===== config.mk =====
export PLATFORM = sky130hd
export DESIGN_NAME = mux_scan_reg_flat
export DESIGN_NICKNAME = d
export VERILOG_FILES = /design/src/rtl/mux_scan_reg_if.sv /design/src/rtl/mux_scan_reg.sv /design/src/flat_wrapper.sv
export SDC_FILE = /design/constraint.sdc
export NUM_CORES = 1
export LEC_CHECK = 0
export CORE_ASPECT_RATIO = 1.4
export CORE_MARGIN = 2
export CORE_UTILIZATION = 25
export DETAILED_ROUTE_END_ITERATION = 7
export GPL_TIMING_DRIVEN = 0
export PLACE_DENSITY = 0.54
export SETUP_SLACK_MARGIN = 0.3
export SLEW_MARGIN = 20
export SYNTH_ARGS = -nofsm -noshare
export SYNTH_HDL_FRONTEND = slang
export SYNTH_SLANG_ARGS = --single-unit

===== constraint.sdc =====
create_clock -name clk -period 1.69 [get_ports clk]
set_input_delay 0.169 -clock clk [delete_from_list [all_inputs] [get_ports clk]]
set_output_delay 0.169 -clock clk [all_outputs]
set_load 0.02 [all_outputs]

===== src/rtl/mux_scan_reg_if.sv =====
// mux_scan_reg_if
//   Bundles the channel bank inputs, the control inputs and the output
//   sample stream of mux_scan_reg.
//   Modports:
//     master : the mux itself (drives the output stream, reads the channels).
//     slave  : the surrounding system (drives channels/controls, consumes samples).
//   Signals:
//     mode      1 = auto-scan, 0 = manual
//     addr      manual channel select / scan start channel
//     chEnable  scan mask, one bit per channel
//     inData    channel k = inData[k*DATA_W +: DATA_W]
//     outReady  consumer ready
//     outData   registered selected sample
//     outAddr   channel index of outData
//     outValid  outData/outAddr/addrErr hold a sample
//     addrErr   manual addr was out of range (outData forced to 0)
//     scanWrap  one-cycle pulse when the scan pointer steps to a lower-or-equal index
interface mux_scan_reg_if #(
  parameter int CH_NUM = 8,
  parameter int DATA_W = 8
);
  localparam int SEL_W = $clog2(CH_NUM);

  logic                     mode;
  logic [SEL_W-1:0]         addr;
  logic [CH_NUM-1:0]        chEnable;
  logic [CH_NUM*DATA_W-1:0] inData;
  logic                     outReady;
  logic [DATA_W-1:0]        outData;
  logic [SEL_W-1:0]         outAddr;
  logic                     outValid;
  logic                     addrErr;
  logic                     scanWrap;

  modport master (
    input  mode, addr, chEnable, inData, outReady,
    output outData, outAddr, outValid, addrErr, scanWrap
  );

  modport slave (
    output mode, addr, chEnable, inData, outReady,
    input  outData, outAddr, outValid, addrErr, scanWrap
  );
endinterface


===== src/rtl/mux_scan_reg.sv =====
// mux_scan_reg
//   Registered CH_NUM x DATA_W multiplexer between a bank of channels and a
//   single downstream consumer. Manual mode samples the channel named by addr
//   every free cycle; auto-scan mode visits the enabled channels round-robin,
//   spending DWELL cycles per slot.
//   Ports:
//     clk       rising-edge clock
//     rst       synchronous active-high reset, overrides everything
//     bus       mux_scan_reg_if.master (channels, controls, output stream)
//     dbgState  1 = SCAN, 0 = MANUAL
//     dbgPtr    current scan pointer
//
//   Handshake: a sample is transferred on every rising edge where
//   outValid && outReady. While outValid=1 and outReady=0 the output slot is
//   occupied and outData/outAddr/outValid/addrErr hold stable; the slot is
//   free when !outValid || outReady, and only then may a new sample (or
//   outValid<=0) be loaded.
module mux_scan_reg #(
  parameter  int CH_NUM = 8,
  parameter  int DATA_W = 8,
  parameter  int DWELL  = 4,
  localparam int SEL_W  = $clog2(CH_NUM)
) (
  input  logic             clk,
  input  logic             rst,
  mux_scan_reg_if.master   bus,
  output logic             dbgState,
  output logic [SEL_W-1:0] dbgPtr
);

  localparam int CNT_W = (DWELL > 1) ? $clog2(DWELL) : 1;

  typedef enum logic {
    MANUAL = 1'b0,
    SCAN   = 1'b1
  } state_t;

  state_t           state;
  logic [SEL_W-1:0] ptr;
  logic [CNT_W-1:0] dwellCnt;

  logic             slotFree;
  logic             addrBad;
  logic             dwellDone;
  logic [DATA_W-1:0] manData;
  logic [DATA_W-1:0] scanData;
  logic             ptrEn;
  logic [SEL_W-1:0] hiIdx;
  logic [SEL_W-1:0] loIdx;
  logic             hiFound;
  logic             loFound;
  logic [SEL_W-1:0] nextPtr;
  logic             wrapNext;

  assign slotFree  = !bus.outValid || bus.outReady;
  // Widened by one bit so CH_NUM itself (e.g. 8 with SEL_W=3) is representable.
  assign addrBad   = {1'b0, bus.addr} >= (SEL_W + 1)'(CH_NUM);
  assign dwellDone = (dwellCnt == CNT_W'(DWELL - 1));

  // Channel selection by comparison loop so that out-of-range indices
  // (possible when CH_NUM is not a power of two) simply select nothing.
  always_comb begin
    manData  = '0;
    scanData = '0;
    ptrEn    = 1'b0;
    for (int k = 0; k < CH_NUM; k++) begin
      if (bus.addr == SEL_W'(k)) manData = bus.inData[k*DATA_W +: DATA_W];
      if (ptr == SEL_W'(k)) begin
        scanData = bus.inData[k*DATA_W +: DATA_W];
        ptrEn    = bus.chEnable[k];
      end
    end
  end

  // Next enabled channel after ptr: lowest enabled index above ptr, else the
  // lowest enabled index at or below ptr (a wrap), else ptr itself.
  // Scanning downwards leaves the lowest match in each candidate.
  always_comb begin
    hiIdx   = '0;
    loIdx   = '0;
    hiFound = 1'b0;
    loFound = 1'b0;
    for (int k = CH_NUM - 1; k >= 0; k--) begin
      if (bus.chEnable[k]) begin
        if (SEL_W'(k) > ptr) begin
          hiIdx   = SEL_W'(k);
          hiFound = 1'b1;
        end else begin
          loIdx   = SEL_W'(k);
          loFound = 1'b1;
        end
      end
    end
    nextPtr  = hiFound ? hiIdx : (loFound ? loIdx : ptr);
    wrapNext = !hiFound && loFound;
  end

  always_ff @(posedge clk) begin
    if (rst) begin
      state        <= MANUAL;
      ptr          <= '0;
      dwellCnt     <= '0;
      bus.outData  <= '0;
      bus.outAddr  <= '0;
      bus.outValid <= 1'b0;
      bus.addrErr  <= 1'b0;
      bus.scanWrap <= 1'b0;
    end else begin
      bus.scanWrap <= 1'b0;
      case (state)
        MANUAL: begin
          // The entry cycle still behaves as manual; scanning starts next cycle.
          if (slotFree) begin
            bus.outValid <= 1'b1;
            bus.outAddr  <= bus.addr;
            bus.outData  <= addrBad ? '0 : manData;
            bus.addrErr  <= addrBad;
          end
          if (bus.mode) begin
            state    <= SCAN;
            ptr      <= addrBad ? '0 : bus.addr;
            dwellCnt <= '0;
          end
        end
        SCAN: begin
          // Leaving scan takes effect next cycle; a sample due now is still taken.
          if (!bus.mode) state <= MANUAL;
          if (!dwellDone) begin
            dwellCnt <= dwellCnt + CNT_W'(1);
            if (slotFree) bus.outValid <= 1'b0;
          end else if (slotFree) begin
            if (ptrEn) begin
              bus.outValid <= 1'b1;
              bus.outAddr  <= ptr;
              bus.outData  <= scanData;
              bus.addrErr  <= 1'b0;
            end else begin
              bus.outValid <= 1'b0;
            end
            ptr          <= nextPtr;
            dwellCnt     <= '0;
            bus.scanWrap <= wrapNext;
          end
          // Otherwise the counter stays at DWELL-1 until the consumer frees
          // the slot, so a stall slows the scan instead of dropping a sample.
        end
      endcase
    end
  end

  assign dbgState = (state == SCAN);
  assign dbgPtr   = ptr;

endmodule

===== src/flat_wrapper.sv =====
// flat-port wrapper written by rule: the top's interface ports become plain ports
module mux_scan_reg_flat 
#(
  parameter  int CH_NUM = 8,
  parameter  int DATA_W = 8,
  parameter  int DWELL  = 4,
  localparam int SEL_W  = $clog2(CH_NUM)
)
  (clk, rst, dbgState, dbgPtr, bus_mode, bus_addr, bus_chEnable, bus_inData, bus_outReady, bus_outData, bus_outAddr, bus_outValid, bus_addrErr, bus_scanWrap);
  mux_scan_reg_if #(.CH_NUM(CH_NUM), .DATA_W(DATA_W)) bus_i ();
  input  logic clk;
  input  logic rst;
  output logic dbgState;
  output logic [SEL_W-1:0] dbgPtr;
  input wire logic [$bits(bus_i.mode)-1:0] bus_mode;
  input wire logic [$bits(bus_i.addr)-1:0] bus_addr;
  input wire logic [$bits(bus_i.chEnable)-1:0] bus_chEnable;
  input wire logic [$bits(bus_i.inData)-1:0] bus_inData;
  input wire logic [$bits(bus_i.outReady)-1:0] bus_outReady;
  output wire logic [$bits(bus_i.outData)-1:0] bus_outData;
  output wire logic [$bits(bus_i.outAddr)-1:0] bus_outAddr;
  output wire logic [$bits(bus_i.outValid)-1:0] bus_outValid;
  output wire logic [$bits(bus_i.addrErr)-1:0] bus_addrErr;
  output wire logic [$bits(bus_i.scanWrap)-1:0] bus_scanWrap;
  assign bus_i.mode = bus_mode;
  assign bus_i.addr = bus_addr;
  assign bus_i.chEnable = bus_chEnable;
  assign bus_i.inData = bus_inData;
  assign bus_i.outReady = bus_outReady;
  assign bus_outData = bus_i.outData;
  assign bus_outAddr = bus_i.outAddr;
  assign bus_outValid = bus_i.outValid;
  assign bus_addrErr = bus_i.addrErr;
  assign bus_scanWrap = bus_i.scanWrap;
  mux_scan_reg #(.CH_NUM(CH_NUM), .DATA_W(DATA_W), .DWELL(DWELL)) u_core (.clk(clk), .rst(rst), .bus(bus_i), .dbgState(dbgState), .dbgPtr(dbgPtr));
endmodule

==> impl_metrics.prom, run 1 <==
# TYPE chip_impl_metric gauge
chip_impl_metric{name="switching_share",unit="%"} 34.5
chip_impl_metric{name="post_synth.cell_area_avg",unit="um^2"} 8.57
chip_impl_metric{name="netSwitchingPower",unit="W"} 0.000785
chip_impl_metric{name="timing.final.hold_violations",unit=""} 0
chip_impl_metric{name="worstSkewPairLatency",unit="ns"} 0.25
chip_impl_info{name="crit_path_end",value="u_core.dbgPtr[1]$_SDFFE_PP0P_"} 1
chip_impl_info{name="yosys-top-cells-area",value="sky130_fd_sc_hd__mux4_2, sky130_fd_sc_hd__dfxtp_1, sky130_fd_sc_hd__mux2i_1, sky130_fd_sc_hd__mux2_2, sky130_fd_sc_hd__a21oi_1"} 1
chip_impl_metric{name="post-route-min-period",unit="ns"} 1.88
chip_impl_metric{name="comb_power_share",unit="%"} 55.3
chip_impl_info{name="crit_type",value="flip-flop to flip-flop"} 1
chip_impl_metric{name="antenna-diode-count",unit=""} 0
chip_impl_metric{name="reg2reg_setup_slack",unit="ns"} -0.19
chip_impl_metric{name="place.port_buffers",unit=""} 91
chip_impl_metric{name="grt_remaining_overflow",unit=""} 0
chip_impl_metric{name="seqPwrFrac",unit="%"} 22.9
chip_impl_metric{name="slew_viol_final",unit=""} 0
chip_impl_metric{name="critPathArrivalTime",unit="ns"} 2.00
chip_impl_info{name="synthDominantAreaCellType",value="sky130_fd_sc_hd__mux4_2"} 1
chip_impl_metric{name="coreArea",unit="um^2"} 9850
chip_impl_metric{name="async_reset_ff_share",unit="%"} 0
chip_impl_info{name="synth_common_cells",value="sky130_fd_sc_hd__mux2i_1, sky130_fd_sc_hd__nor2_1, sky130_fd_sc_hd__a21oi_1"} 1
chip_impl_metric{name="vias_per_cell",unit=""} 5.43
chip_impl_metric{name="syn2layout_area_growth",unit="%"} 73.8
chip_impl_metric{name="drt.antenna.violating_nets",unit=""} 0
chip_impl_metric{name="chipHeight",unit="um"} 123
chip_impl_metric{name="synth-edff-count",unit=""} 0
chip_impl_metric{name="final_min_period_over_clock_period",unit="%"} 111
chip_impl_metric{name="wl",unit="um"} 10200
chip_impl_metric{name="cap_viol_max_count",unit=""} 0
chip_impl_metric{name="tritoncts_num_sinks",unit=""} 19
chip_impl_metric{name="hpwl",unit="um"} 7520
chip_impl_metric{name="drt-pass1-iter-count",unit=""} 5
chip_impl_metric{name="yosys_warnings",unit=""} 0
chip_impl_info{name="start_kind",value="flip-flop"} 1
chip_impl_info{name="violations",value="setup timing"} 1
chip_impl_metric{name="cts_max_path_buffers",unit=""} 2
chip_impl_metric{name="cellLeakagePower",unit="nW"} 1.69
chip_impl_metric{name="whs_path_depth",unit=""} 2
chip_impl_info{name="worst_hold_path_type",value="input pin to flip-flop"} 1
chip_impl_metric{name="p_per_area",unit="nW/um^2"} 521
chip_impl_metric{name="final_util",unit="%"} 44.3
chip_impl_metric{name="grt_pass1_wl",unit="um"} 15500
chip_impl_metric{name="layout.nets",unit=""} 499
chip_impl_info{name="rsz0062_at_grt",value="yes"} 1
chip_impl_metric{name="row_count",unit=""} 43
chip_impl_metric{name="power.internal",unit="W"} 0.00149
chip_impl_metric{name="yosysSeqAreaShare",unit="%"} 15.2
chip_impl_metric{name="dr_total_vias",unit=""} 3001
chip_impl_metric{name="design_area",unit="um^2"} 4360
chip_impl_metric{name="worst_ep_required_time",unit="ns"} 1.81
chip_impl_info{name="destination_of_the_worst_register_to_register_timing_path",value="u_core.dbgPtr[1]$_SDFFE_PP0P_"} 1
chip_impl_metric{name="initial_antenna_violation_count",unit=""} 0
chip_impl_metric{name="route.detailed.wl_per_inst",unit="um"} 18.4
chip_impl_info{name="clk_root_buffer_cell",value="sky130_fd_sc_hd__clkbuf_16"} 1
chip_impl_metric{name="numCtsBuffers",unit=""} 3
chip_impl_metric{name="tot_gr_track_use",unit="%"} 18.4
chip_impl_metric{name="power_frac_clock",unit="%"} 21.8
chip_impl_info{name="clock_tree_from_tritoncts",value="done"} 1
chip_impl_info{name="run_status",value="finished with violations"} 1
chip_impl_metric{name="max-slew-margin-rel",unit="%"} 58.6
chip_impl_metric{name="finalClockSkew",unit="ns"} 0.00269
chip_impl_metric{name="synthesized_instance_count",unit=""} 293
chip_impl_metric{name="grt_max_degree",unit=""} 12
chip_impl_metric{name="measured_slew_at_the_worst_slew_check_pin",unit="ns"} 0.620
chip_impl_metric{name="worst_ir_drop_vdd",unit="mV"} 0.351
chip_impl_metric{name="path_clk_slew",unit="ns"} 0.06
chip_impl_metric{name="final.setup.worst_slack",unit="ns"} -0.194
chip_impl_metric{name="chipWidth",unit="um"} 88.7
chip_impl_metric{name="setup_viol_count_final",unit=""} 14
chip_impl_info{name="crit_path_start",value="u_core.dbgPtr[0]$_SDFFE_PP0P_"} 1
chip_impl_metric{name="ctsHoldBuffers",unit=""} 0
chip_impl_metric{name="worst_r2r_path_depth",unit=""} 7
chip_impl_info{name="worstSetupEndpointType",value="flip-flop"} 1
chip_impl_metric{name="synth.cell_area",unit="um^2"} 2510
chip_impl_metric{name="dpl-instance-area",unit="um^2"} 3640
chip_impl_metric{name="cts_htree_levels",unit=""} 1
chip_impl_info{name="rr_startpoint",value="u_core.dbgPtr[0]$_SDFFE_PP0P_"} 1
chip_impl_info{name="ys.flop_type",value="sky130_fd_sc_hd__dfxtp_1"} 1
chip_impl_metric{name="ys_ff_latch",unit=""} 19
chip_impl_metric{name="dieArea",unit="um^2"} 10900
chip_impl_metric{name="maxClockFrequency",unit="MHz"} 531
chip_impl_metric{name="synth_fp_nets",unit=""} 373
chip_impl_metric{name="drc",unit=""} 0
chip_impl_metric{name="gp_congestion",unit=""} 0.834
chip_impl_metric{name="start_util",unit="%"} 25.5
chip_impl_metric{name="post_synth_num_cell_types",unit=""} 62
chip_impl_metric{name="first_global_vias",unit=""} 3039
chip_impl_metric{name="layout-drive-gt1-share",unit="%"} 33.7
chip_impl_metric{name="detail_route.iter0.violations",unit=""} 187
chip_impl_metric{name="hold_ws",unit="ns"} 0.394
chip_impl_metric{name="design.portCount",unit=""} 97
chip_impl_metric{name="maximum_fanout_count_along_the_critical_path",unit=""} 5
chip_impl_metric{name="synth_top_cell_area_share",unit="%"} 16.2
-- metal layers --
layer	global-route usage (%)	up-vias	wire, um
met3	2.96	23	570
met5	0	-	0
met4	5.11	0	276
met2	34.2	118	5360
li1	-	1398	-
met1	21.3	1462	3970
-- cell type report --
cell class | instances | area (um^2)
fill | 943 | 5480
sequential | 19 | 397
clock buffer | 3 | 75.1
buffer | 28 | 285
tap | 135 | 169
inverter | 9 | 33.8
timing repair buffer | 121 | 1230
multi-input combinational | 237 | 2170
clock inverter | 1 | 5.00
-- how the worst min path moves through the flow --
| stage | startpoint | to |
|---|---|---|
| 6_report | rst | u_core.dbgState$_SDFF_PP0_ |
| 5_1_grt | rst | u_core.dbgState$_SDFF_PP0_ |
| 3_3_place_gp | u_core.bus.outData[7]$_SDFFE_PP0P_ | u_core.bus.outData[7]$_SDFFE_PP0P_ |
| 4_1_cts | rst | u_core.dbgState$_SDFF_PP0_ |
| 3_5_place_dp | u_core.bus.outData[7]$_SDFFE_PP0P_ | u_core.bus.outData[7]$_SDFFE_PP0P_ |
| 2_1_floorplan | bus_mode | u_core.dbgState$_SDFF_PP0_ |
-- stage by stage --
step	worst slack (ns)	std cells	power (W)	setup TNS, ns
3_3_place_gp	-0.707	519	0.00154	-7.66
4_1_cts	-0.146	545	0.00221	-1.45
2_1_floorplan	-0.0552	293	0.00111	-0.255
3_5_place_dp	-0.689	519	0.00154	-7.59
6_report	-0.194	553	0.00227	-1.78
5_1_grt	-0.230	553	0.00238	-2.76
-- power groups by stage --
stage	logic, W	registers (W)	clock network [W]
floorplan	0.000548	0.000565	0
global placement	0.00101	0.000528	0
detailed placement	0.00102	0.000528	0
CTS	0.00119	0.000520	0.000497
global route	0.00134	0.000526	0.000516
finish	0.00126	0.000521	0.000495
-- state kept, by name (all words and copies together), names as in the netlist --
signal and cells:
u_core.dwellCnt 2, u_core.dbgPtr 3, u_core.dbgState 1, u_core.bus.scanWrap 1, u_core.bus.outAddr 3, u_core.bus.outData 8, u_core.bus.outValid 1
-- critical path, stage by stage (launching register included) --
cell	delay [ns]
sky130_fd_sc_hd__dfxtp_4	0.40
sky130_fd_sc_hd__buf_6	0.11
sky130_fd_sc_hd__or3b_4	0.12
sky130_fd_sc_hd__nand4_1	0.17
sky130_fd_sc_hd__a211o_4	0.41
sky130_fd_sc_hd__o2111a_2	0.30
sky130_fd_sc_hd__o221ai_2	0.16
sky130_fd_sc_hd__a21oi_1	0.08
-- repair_timing --
action                     in CTS  in global routing
pin swaps                      26                 14
setup endpoints to repair      21                 23
buffers inserted               20                  7
gates cloned                    2                  1
resized for setup              73                 33
-- cell usage in the layout (no fill, tap or decap), types with 4 or more instances in the layout --
cell,n
sky130_fd_sc_hd__buf_12,6
sky130_fd_sc_hd__clkdlybuf4s50_1,77
sky130_fd_sc_hd__a21oi_1,15
sky130_fd_sc_hd__nor2_1,21
sky130_fd_sc_hd__nand2b_1,8
sky130_fd_sc_hd__clkbuf_2,4
sky130_fd_sc_hd__nor3_1,4
sky130_fd_sc_hd__buf_8,4
sky130_fd_sc_hd__a31oi_1,4
sky130_fd_sc_hd__dlymetal6s2s_1,5
sky130_fd_sc_hd__a21oi_2,6
sky130_fd_sc_hd__dfxtp_1,14
sky130_fd_sc_hd__nor2b_1,7
sky130_fd_sc_hd__o21ai_0,9
sky130_fd_sc_hd__o22ai_1,6
sky130_fd_sc_hd__dfxtp_4,4
sky130_fd_sc_hd__clkbuf_16,4
sky130_fd_sc_hd__mux4_2,18
sky130_fd_sc_hd__dlygate4sd2_1,9
sky130_fd_sc_hd__buf_4,26
sky130_fd_sc_hd__inv_1,8
sky130_fd_sc_hd__nand3_1,6
sky130_fd_sc_hd__mux2_2,6
sky130_fd_sc_hd__mux2i_1,24
sky130_fd_sc_hd__nand2_1,15
sky130_fd_sc_hd__nand2_2,4
sky130_fd_sc_hd__buf_6,8
-- logic make-up after synthesis --
| family | after synthesis | share of synthesized area (%) |
|---|---|---|
| other | 1 | 0.149 |
| adders and majority gates | 1 | 0.498 |
| and+or+nand+nor | 90 | 18.0 |
| muxes | 51 | 29.8 |
| buffers and inverters | 37 | 7.78 |
| DFF | 19 | 15.2 |
| AOI/OAI and AO/OA | 94 | 28.7 |
No activity file was read; power rests on OpenSTA's default activity.
==> inputs of run 2 (changes only) <==
--- a/config.mk
+++ b/config.mk
@@ -5,7 +5,7 @@
 export SDC_FILE = /design/constraint.sdc
 export NUM_CORES = 1
 export LEC_CHECK = 0
-export CORE_ASPECT_RATIO = 1.4
+export CORE_ASPECT_RATIO = 1.5
 export CORE_MARGIN = 2
 export CORE_UTILIZATION = 25
 export DETAILED_ROUTE_END_ITERATION = 7
==> run 2 against run 1 <==
Compared with the run above: the flow finishes with violations (DRC, setup timing); sequential power hardly changed; die area about the same; critical path depth did not move; highest routed layer unchanged.
==> impl_metrics.prom, run 2 (synthesis gave the netlist of run 1 again) <==
# TYPE chip_impl_metric gauge
chip_impl_metric{name="design.portCount",unit=""} 97
chip_impl_metric{name="coreArea",unit="um^2"} 9740
chip_impl_metric{name="worst_r2r_path_depth",unit=""} 7
chip_impl_metric{name="dr_total_vias",unit=""} 2835
chip_impl_metric{name="setup_viol_count_final",unit=""} 14
chip_impl_metric{name="chipWidth",unit="um"} 85.8
chip_impl_metric{name="globalRouteMet3Util",unit="%"} 2.73
chip_impl_metric{name="p_per_area",unit="nW/um^2"} 529
chip_impl_metric{name="finalClockSkew",unit="ns"} 0.00190
chip_impl_metric{name="multiInputGateArea",unit="um^2"} 2130
chip_impl_metric{name="drt.antenna.violating_nets",unit=""} 0
chip_impl_metric{name="cts_max_path_buffers",unit=""} 2
chip_impl_info{name="globalRoute.busiestLayer",value="met2"} 1
chip_impl_metric{name="groute.layer.met2.usage",unit="%"} 35.4
chip_impl_info{name="worst_hold_path_type",value="input pin to flip-flop"} 1
chip_impl_info{name="crit_type",value="flip-flop to flip-flop"} 1
chip_impl_metric{name="final_min_period_over_clock_period",unit="%"} 112
chip_impl_metric{name="number_of_flip_flops_under_the_largest_register_name",unit=""} 8
chip_impl_metric{name="layout.nets",unit=""} 479
chip_impl_metric{name="gp_congestion",unit=""} 0.846
chip_impl_metric{name="dieArea",unit="um^2"} 10900
chip_impl_info{name="violations",value="DRC, setup timing"} 1
chip_impl_metric{name="layout-drive-gt1-share",unit="%"} 28.9
chip_impl_metric{name="hpwl",unit="um"} 7730
chip_impl_info{name="clk_root_buffer_cell",value="sky130_fd_sc_hd__clkbuf_16"} 1
chip_impl_metric{name="measured_slew_at_the_worst_slew_check_pin",unit="ns"} 0.547
chip_impl_metric{name="cts_htree_levels",unit=""} 1
chip_impl_metric{name="grt_max_degree",unit=""} 12
chip_impl_metric{name="ctsHoldBuffers",unit=""} 0
chip_impl_metric{name="final-seq-area",unit="um^2"} 394
chip_impl_metric{name="num-fill-cells",unit=""} 972
chip_impl_info{name="regMostFlops",value="u_core.bus.outData"} 1
chip_impl_metric{name="place.port_buffers",unit=""} 91
chip_impl_metric{name="start_util",unit="%"} 25.8
chip_impl_metric{name="numPlacedInstances",unit=""} 499
chip_impl_metric{name="maxClockFrequency",unit="MHz"} 527
chip_impl_metric{name="antenna-diode-count",unit=""} 0
chip_impl_info{name="start_kind",value="flip-flop"} 1
chip_impl_metric{name="final.setup.worst_slack",unit="ns"} -0.208
chip_impl_metric{name="worstSkewPairLatency",unit="ns"} 0.25
chip_impl_metric{name="path_clk_slew",unit="ns"} 0.05
chip_impl_info{name="rsz0062_at_grt",value="yes"} 1
chip_impl_metric{name="numCtsBuffers",unit=""} 3
chip_impl_metric{name="chipHeight",unit="um"} 127
chip_impl_info{name="most_common_cell_after_layout_fill_and_taps_aside",value="sky130_fd_sc_hd__clkdlybuf4s50_1"} 1
chip_impl_metric{name="max-slew-margin-rel",unit="%"} 63.5
chip_impl_metric{name="worst_ep_required_time",unit="ns"} 1.80
chip_impl_metric{name="route.detailed.wl_per_inst",unit="um"} 19.2
chip_impl_metric{name="whs_path_depth",unit=""} 2
chip_impl_metric{name="grt_remaining_overflow",unit=""} 0
chip_impl_metric{name="tritoncts_num_sinks",unit=""} 19
chip_impl_metric{name="cellLeakagePower",unit="nW"} 1.62
chip_impl_metric{name="drc",unit=""} 5
chip_impl_metric{name="cap_viol_max_count",unit=""} 0
chip_impl_metric{name="detail_route.iter0.violations",unit=""} 120
chip_impl_metric{name="slew_viol_final",unit=""} 0
chip_impl_metric{name="post-route-min-period",unit="ns"} 1.90
chip_impl_metric{name="tot_gr_track_use",unit="%"} 18.3
chip_impl_metric{name="grt_use_met1",unit="%"} 20.1
chip_impl_metric{name="vias_per_cell",unit=""} 5.53
chip_impl_metric{name="maximum_fanout_count_along_the_critical_path",unit=""} 10
chip_impl_metric{name="worst_ir_drop_vdd",unit="mV"} 0.363
chip_impl_metric{name="timing.final.hold_violations",unit=""} 0
chip_impl_metric{name="post_layout_nonfiller_instances",unit=""} 513
chip_impl_metric{name="syn2layout_area_growth",unit="%"} 61.3
chip_impl_metric{name="drt-pass1-iter-count",unit=""} 8
chip_impl_metric{name="total_power",unit="W"} 0.00214
chip_impl_info{name="worstSetupEndpointType",value="flip-flop"} 1
chip_impl_metric{name="initial_antenna_violation_count",unit=""} 0
chip_impl_metric{name="first_global_vias",unit=""} 3004
chip_impl_metric{name="wl",unit="um"} 9840
chip_impl_metric{name="row_count",unit=""} 44
chip_impl_metric{name="grt_pass1_wl",unit="um"} 15800
chip_impl_info{name="mostFrequentLayoutCells",value="sky130_fd_sc_hd__clkdlybuf4s50_1, sky130_fd_sc_hd__mux2i_1, sky130_fd_sc_hd__nor2_1, sky130_fd_sc_hd__mux4_2, sky130_fd_sc_hd__a21oi_1"} 1
chip_impl_info{name="run_status",value="finished with violations"} 1
chip_impl_info{name="clock_tree_from_tritoncts",value="done"} 1
chip_impl_metric{name="critPathArrivalTime",unit="ns"} 2.01
run 2: cell count changes in the layout (fill, tap and decap cells not counted), moves of 2 or more:
cell                              before  now
sky130_fd_sc_hd__buf_4                26   16
sky130_fd_sc_hd__dlymetal6s2s_1        5   10
sky130_fd_sc_hd__clkdlybuf4s50_1      77   73
sky130_fd_sc_hd__buf_12                6    3
sky130_fd_sc_hd__a21oi_1              15   17
sky130_fd_sc_hd__a21oi_2               6    4
sky130_fd_sc_hd__a311oi_1              2    4
sky130_fd_sc_hd__a311oi_2              2    0
sky130_fd_sc_hd__buf_16                2    0
sky130_fd_sc_hd__buf_6                 8    6
sky130_fd_sc_hd__nand2b_1              8   10
sky130_fd_sc_hd__nand2b_4              2    0
run 2: final timing paths:
path	slack (ns)	startpoint	endpoint
worst min-delay path	0.37	rst	u_core.dbgState$_SDFF_PP0_
worst max register to register	-0.21	u_core.dbgPtr[0]$_SDFFE_PP0P_	u_core.dbgPtr[1]$_SDFFE_PP0P_
worst max-delay path	-0.21	u_core.dbgPtr[0]$_SDFFE_PP0P_	u_core.dbgPtr[1]$_SDFFE_PP0P_
worst min register to register	0.48	u_core.bus.outData[7]$_SDFFE_PP0P_	u_core.bus.outData[7]$_SDFFE_PP0P_
run 2: layer usage:
layer	wire (um)	up-vias
li1	-	1350
met2	5370	94
met5	0	-
met1	3680	1375
met4	314	0
met3	477	16
run 2: power breakdown:
group	leakage, nW	internal, W	switching [W]
sequential	0.160	0.000488	0.0000307
clock	0.0409	0.000317	0.000167
combinational	1.42	0.000599	0.000539
total	1.62	0.00140	0.000737
run 2: metrics by stage:
stage               hold slack [ns]  setup WS (ns)  TNS, ns  util (%)  cell area (um^2)
CTS                           0.374         -0.160    -1.55      40.8              3980
global route                  0.419         -0.307    -2.93      41.6              4050
finish                        0.368         -0.208    -1.74      41.6              4050
global placement              0.472         -0.755    -8.10      37.1              3620
floorplan                     0.297        -0.0552   -0.255         -              2560
detailed placement            0.480         -0.751    -8.57      37.1              3620
run 2: repair_timing:
| action | CTS | global route |
|---|---|---|
| gates resized for setup | 67 | 17 |
| endpoints found under the setup margin | 22 | 26 |
| setup buffers | 5 | 4 |
| gates cloned | 1 | 0 |
| pin swaps | 17 | 5 |
run 2: area by class of cell:
class,count,share of cell area [%]
repair buffers,101,24.8
inverters,9,0.834
clock inverters,1,0.124
clock buffers,3,1.85
plain buffers,28,6.49
flip-flops and latches,19,9.73
multi-input cells,237,52.6
well taps,115,3.55
run 2: critical path, cell delays in order (launching register included):
cell	delay (ns)
sky130_fd_sc_hd__dfxtp_4	0.37
sky130_fd_sc_hd__buf_12	0.15
sky130_fd_sc_hd__a21oi_1	0.31
sky130_fd_sc_hd__o22ai_2	0.15
sky130_fd_sc_hd__nand2b_1	0.21
sky130_fd_sc_hd__o2111a_2	0.30
sky130_fd_sc_hd__o221ai_2	0.16
sky130_fd_sc_hd__a21oi_1	0.09
==> inputs of run 3 (changes only) <==
--- a/config.mk
+++ b/config.mk
@@ -5,12 +5,14 @@
 export SDC_FILE = /design/constraint.sdc
 export NUM_CORES = 1
 export LEC_CHECK = 0
+export ABC_AREA = 1
 export CORE_ASPECT_RATIO = 1.5
 export CORE_MARGIN = 2
 export CORE_UTILIZATION = 25
 export DETAILED_ROUTE_END_ITERATION = 7
+export GPL_ROUTABILITY_DRIVEN = 0
 export GPL_TIMING_DRIVEN = 0
-export PLACE_DENSITY = 0.54
+export PLACE_DENSITY = 0.55
 export SETUP_SLACK_MARGIN = 0.3
 export SLEW_MARGIN = 20
 export SYNTH_ARGS = -nofsm -noshare
==> run 3 against run 2 <==
Compared with the run above: highest routed layer unchanged; sequential share of layout area about the same; the flow finishes with violations (setup timing); fmax increased by 7.9%; sequential cell count unchanged; hold slack improved by 0.099 ns.
==> impl_metrics.prom, run 3 <==
# TYPE chip_impl_metric gauge
chip_impl_metric{name="hpwl",unit="um"} 7760
chip_impl_metric{name="dr_total_vias",unit=""} 3284
chip_impl_metric{name="maximum_fanout_count_along_the_critical_path",unit=""} 8
chip_impl_info{name="worst_hold_path_type",value="flip-flop to flip-flop"} 1
chip_impl_metric{name="vias_per_cell",unit=""} 4.80
chip_impl_metric{name="post_synth_num_cell_types",unit=""} 37
chip_impl_metric{name="drt-pass1-iter-count",unit=""} 5
chip_impl_metric{name="hold_ws",unit="ns"} 0.467
chip_impl_metric{name="coreArea",unit="um^2"} 9580
chip_impl_metric{name="finalClockSkew",unit="ns"} 0.00141
chip_impl_metric{name="synth.cell_area",unit="um^2"} 2430
chip_impl_info{name="clk_root_buffer_cell",value="sky130_fd_sc_hd__clkbuf_16"} 1
chip_impl_metric{name="final.setup.worst_slack",unit="ns"} -0.0682
chip_impl_metric{name="cts_max_path_buffers",unit=""} 2
chip_impl_metric{name="setup_viol_count_final",unit=""} 3
chip_impl_metric{name="layout-drive-gt1-share",unit="%"} 20.0
chip_impl_metric{name="p_per_area",unit="nW/um^2"} 532
chip_impl_info{name="run_status",value="finished with violations"} 1
chip_impl_metric{name="synth-edff-count",unit=""} 0
chip_impl_metric{name="grt_remaining_overflow",unit=""} 0
chip_impl_info{name="mostFrequentLayoutCells",value="sky130_fd_sc_hd__nand2_1, sky130_fd_sc_hd__clkdlybuf4s50_1, sky130_fd_sc_hd__nor2_1, sky130_fd_sc_hd__inv_1, sky130_fd_sc_hd__a21oi_1"} 1
chip_impl_metric{name="num-fill-cells",unit=""} 1057
chip_impl_metric{name="ctsHoldBuffers",unit=""} 0
chip_impl_metric{name="yosys_warnings",unit=""} 0
chip_impl_metric{name="design.portCount",unit=""} 97
chip_impl_metric{name="row_count",unit=""} 44
chip_impl_metric{name="drc",unit=""} 0
chip_impl_metric{name="numPlacedInstances",unit=""} 659
chip_impl_metric{name="place.port_buffers",unit=""} 95
chip_impl_metric{name="tot_gr_track_use",unit="%"} 17.7
chip_impl_metric{name="wl",unit="um"} 9560
chip_impl_info{name="most_used_standard_cell_by_instance_count_after_synthesis",value="sky130_fd_sc_hd__nand2_1"} 1
chip_impl_metric{name="route.detailed.wl_per_inst",unit="um"} 14.0
chip_impl_metric{name="cellLeakagePower",unit="nW"} 1.91
chip_impl_metric{name="detail_route.iter0.violations",unit=""} 135
chip_impl_metric{name="syn2layout_area_growth",unit="%"} 65.7
chip_impl_metric{name="number_of_flip_flops_under_the_largest_register_name",unit=""} 8
chip_impl_metric{name="drt.antenna.violating_nets",unit=""} 0
chip_impl_metric{name="seqPwrFrac",unit="%"} 24.4
chip_impl_info{name="yosys-top-cells-area",value="sky130_fd_sc_hd__nand2_1, sky130_fd_sc_hd__dfxtp_1, sky130_fd_sc_hd__nor2_1, sky130_fd_sc_hd__inv_1, sky130_fd_sc_hd__a21oi_1"} 1
chip_impl_metric{name="comb_power_share",unit="%"} 53.1
chip_impl_metric{name="multiInputGateArea",unit="um^2"} 1870
chip_impl_metric{name="post-route-min-period",unit="ns"} 1.76
chip_impl_metric{name="cap_viol_max_count",unit=""} 0
chip_impl_metric{name="measured_slew_at_the_worst_slew_check_pin",unit="ns"} 0.588
chip_impl_info{name="worstSetupEndpointType",value="flip-flop"} 1
chip_impl_info{name="synthDominantAreaCellType",value="sky130_fd_sc_hd__nand2_1"} 1
chip_impl_info{name="ys.flop_type",value="sky130_fd_sc_hd__dfxtp_1"} 1
chip_impl_metric{name="path_clk_slew",unit="ns"} 0.05
chip_impl_metric{name="cts_htree_levels",unit=""} 1
chip_impl_metric{name="final_min_period_over_clock_period",unit="%"} 104
chip_impl_info{name="rsz0062_at_grt",value="yes"} 1
chip_impl_metric{name="dieArea",unit="um^2"} 10500
chip_impl_info{name="regMostFlops",value="u_core.bus.outData"} 1
chip_impl_metric{name="worst_ir_drop_vdd",unit="mV"} 0.409
chip_impl_metric{name="final-seq-area",unit="um^2"} 392
chip_impl_metric{name="synth_top_cell_area_share",unit="%"} 22.6
chip_impl_metric{name="tritoncts_num_sinks",unit=""} 19
chip_impl_info{name="violations",value="setup timing"} 1
chip_impl_metric{name="slew_viol_final",unit=""} 0
chip_impl_metric{name="switching_share",unit="%"} 37.4
chip_impl_metric{name="ys_ff_latch",unit=""} 19
chip_impl_info{name="clock_tree_from_tritoncts",value="done"} 1
chip_impl_metric{name="layout.nets",unit=""} 650
chip_impl_metric{name="timing.final.hold_violations",unit=""} 0
chip_impl_metric{name="post_layout_nonfiller_instances",unit=""} 684
chip_impl_metric{name="power.internal",unit="W"} 0.00134
chip_impl_metric{name="final_util",unit="%"} 42.0
chip_impl_metric{name="pre_cts_ws",unit="ns"} -0.393
chip_impl_metric{name="initial_antenna_violation_count",unit=""} 0
chip_impl_metric{name="maxClockFrequency",unit="MHz"} 569
chip_impl_metric{name="synthesized_instance_count",unit=""} 449
chip_impl_metric{name="async_reset_ff_share",unit="%"} 0
chip_impl_metric{name="chipWidth",unit="um"} 84.5
chip_impl_metric{name="worstSkewPairLatency",unit="ns"} 0.25
chip_impl_metric{name="start_util",unit="%"} 25.4
chip_impl_metric{name="power_frac_clock",unit="%"} 22.6
chip_impl_metric{name="numCtsBuffers",unit=""} 3
chip_impl_metric{name="worst_ep_required_time",unit="ns"} 1.84
chip_impl_metric{name="grt_max_degree",unit=""} 11
chip_impl_metric{name="grt_pass1_wl",unit="um"} 15200
chip_impl_metric{name="antenna-diode-count",unit=""} 0
chip_impl_metric{name="yosysSeqAreaShare",unit="%"} 15.7
chip_impl_metric{name="netSwitchingPower",unit="W"} 0.000802
chip_impl_metric{name="post_synth.cell_area_avg",unit="um^2"} 5.41
chip_impl_info{name="synth_common_cells",value="sky130_fd_sc_hd__nand2_1, sky130_fd_sc_hd__nor2_1, sky130_fd_sc_hd__inv_1"} 1
chip_impl_info{name="crit_type",value="flip-flop to flip-flop"} 1
chip_impl_metric{name="critPathArrivalTime",unit="ns"} 1.91
chip_impl_metric{name="synth_fp_nets",unit=""} 529
chip_impl_metric{name="first_global_vias",unit=""} 3180
chip_impl_metric{name="max-slew-margin-rel",unit="%"} 60.6
chip_impl_info{name="most_common_cell_after_layout_fill_and_taps_aside",value="sky130_fd_sc_hd__nand2_1"} 1
chip_impl_info{name="start_kind",value="flip-flop"} 1
chip_impl_metric{name="chipHeight",unit="um"} 125
## run 3: cell count changes after synthesis, sizes merged, moves of 12 or more
cell / before / now
nor2: 24 / 65
nand4: 2 / 17
mux4: 18 / 0
inv: 9 / 66
mux2i: 24 / 0
nand3: 8 / 29
o21ai: 15 / 27
nand2: 19 / 154
## run 3: cell families after synthesis
| group | Yosys count | share of synthesized area (%) |
|---|---|---|
| buffers and inverters | 80 | 14.6 |
| AOI/OAI and AO/OA | 72 | 16.4 |
| other | 1 | 0.154 |
| adders and majority gates | 1 | 0.515 |
| and+or+nand+nor | 276 | 52.7 |
| DFF | 19 | 15.7 |
## run 3: per-stage QoR
stage	total power (W)	TNS [ns]	cell area, um^2
floorplan	0.00109	0	2460
global placement	0.00152	-3.34	3560
detailed placement	0.00153	-3.48	3560
CTS	0.00212	0	3930
global route	0.00227	-1.43	4030
finish	0.00214	-0.0913	4030
## run 3: worst max-delay path, stage by stage, from the launching register on
cell,delay (ns)
sky130_fd_sc_hd__dfxtp_4,0.34
sky130_fd_sc_hd__buf_12,0.15
sky130_fd_sc_hd__clkinv_8,0.05
sky130_fd_sc_hd__nor2_4,0.03
sky130_fd_sc_hd__nand2_2,0.09
sky130_fd_sc_hd__clkinvlp_4,0.24
sky130_fd_sc_hd__a211oi_2,0.32
sky130_fd_sc_hd__nand4_1,0.16
sky130_fd_sc_hd__nand2_1,0.09
sky130_fd_sc_hd__nand2_1,0.05
sky130_fd_sc_hd__nor2_1,0.09
sky130_fd_sc_hd__nor2_1,0.04
## run 3: path summary, 6_finish.rpt
check | startpoint | endpoint | slack [ns] | depth (start not counted)
worst max-delay path | u_core.dbgPtr[1]$_SDFFE_PP0P_ | u_core.bus.outData[3]$_SDFFE_PP0P_ | -0.07 | 11
worst min-delay path | u_core.dwellCnt[0]$_SDFFE_PP0P_ | u_core.dwellCnt[0]$_SDFFE_PP0P_ | 0.47 | 1
worst max register to register | u_core.dbgPtr[1]$_SDFFE_PP0P_ | u_core.bus.outData[3]$_SDFFE_PP0P_ | -0.07 | 11
worst min register to register | u_core.dwellCnt[0]$_SDFFE_PP0P_ | u_core.dwellCnt[0]$_SDFFE_PP0P_ | 0.47 | 1
## run 3: power groups by stage
stage	clock network, W	logic [W]	registers, W
2_1_floorplan	0	0.000507	0.000584
3_3_place_gp	0	0.000993	0.000532
3_5_place_dp	0	0.000998	0.000533
4_1_cts	0.000494	0.00110	0.000524
5_1_grt	0.000504	0.00124	0.000528
6_report	0.000484	0.00114	0.000522
## run 3: final cells by class
type / instances / share of cell area (%)
multi-input cells: 350 / 46.5
repair buffers: 116 / 28.1
flip-flops and latches: 19 / 9.73
inverters: 67 / 6.96
well taps: 115 / 3.57
plain buffers: 13 / 3.20
clock buffers: 4 / 1.96
## run 3: metal layers
layer / track usage, % / vias up / part of all wire, %
met1: 19.9 / 1449 / 39
met5: 0 / - / 0
met2: 32.0 / 119 / 52
li1: - / 1683 / -
met4: 9.99 / 0 / 4.9
met3: 1.13 / 33 / 4.3
## run 3: repair_timing
item	4_1_cts	5_1_grt
setup buffers	15	5
pin swaps	23	10
gates resized for setup	45	24
setup endpoints to repair	18	21
cloned	1	0
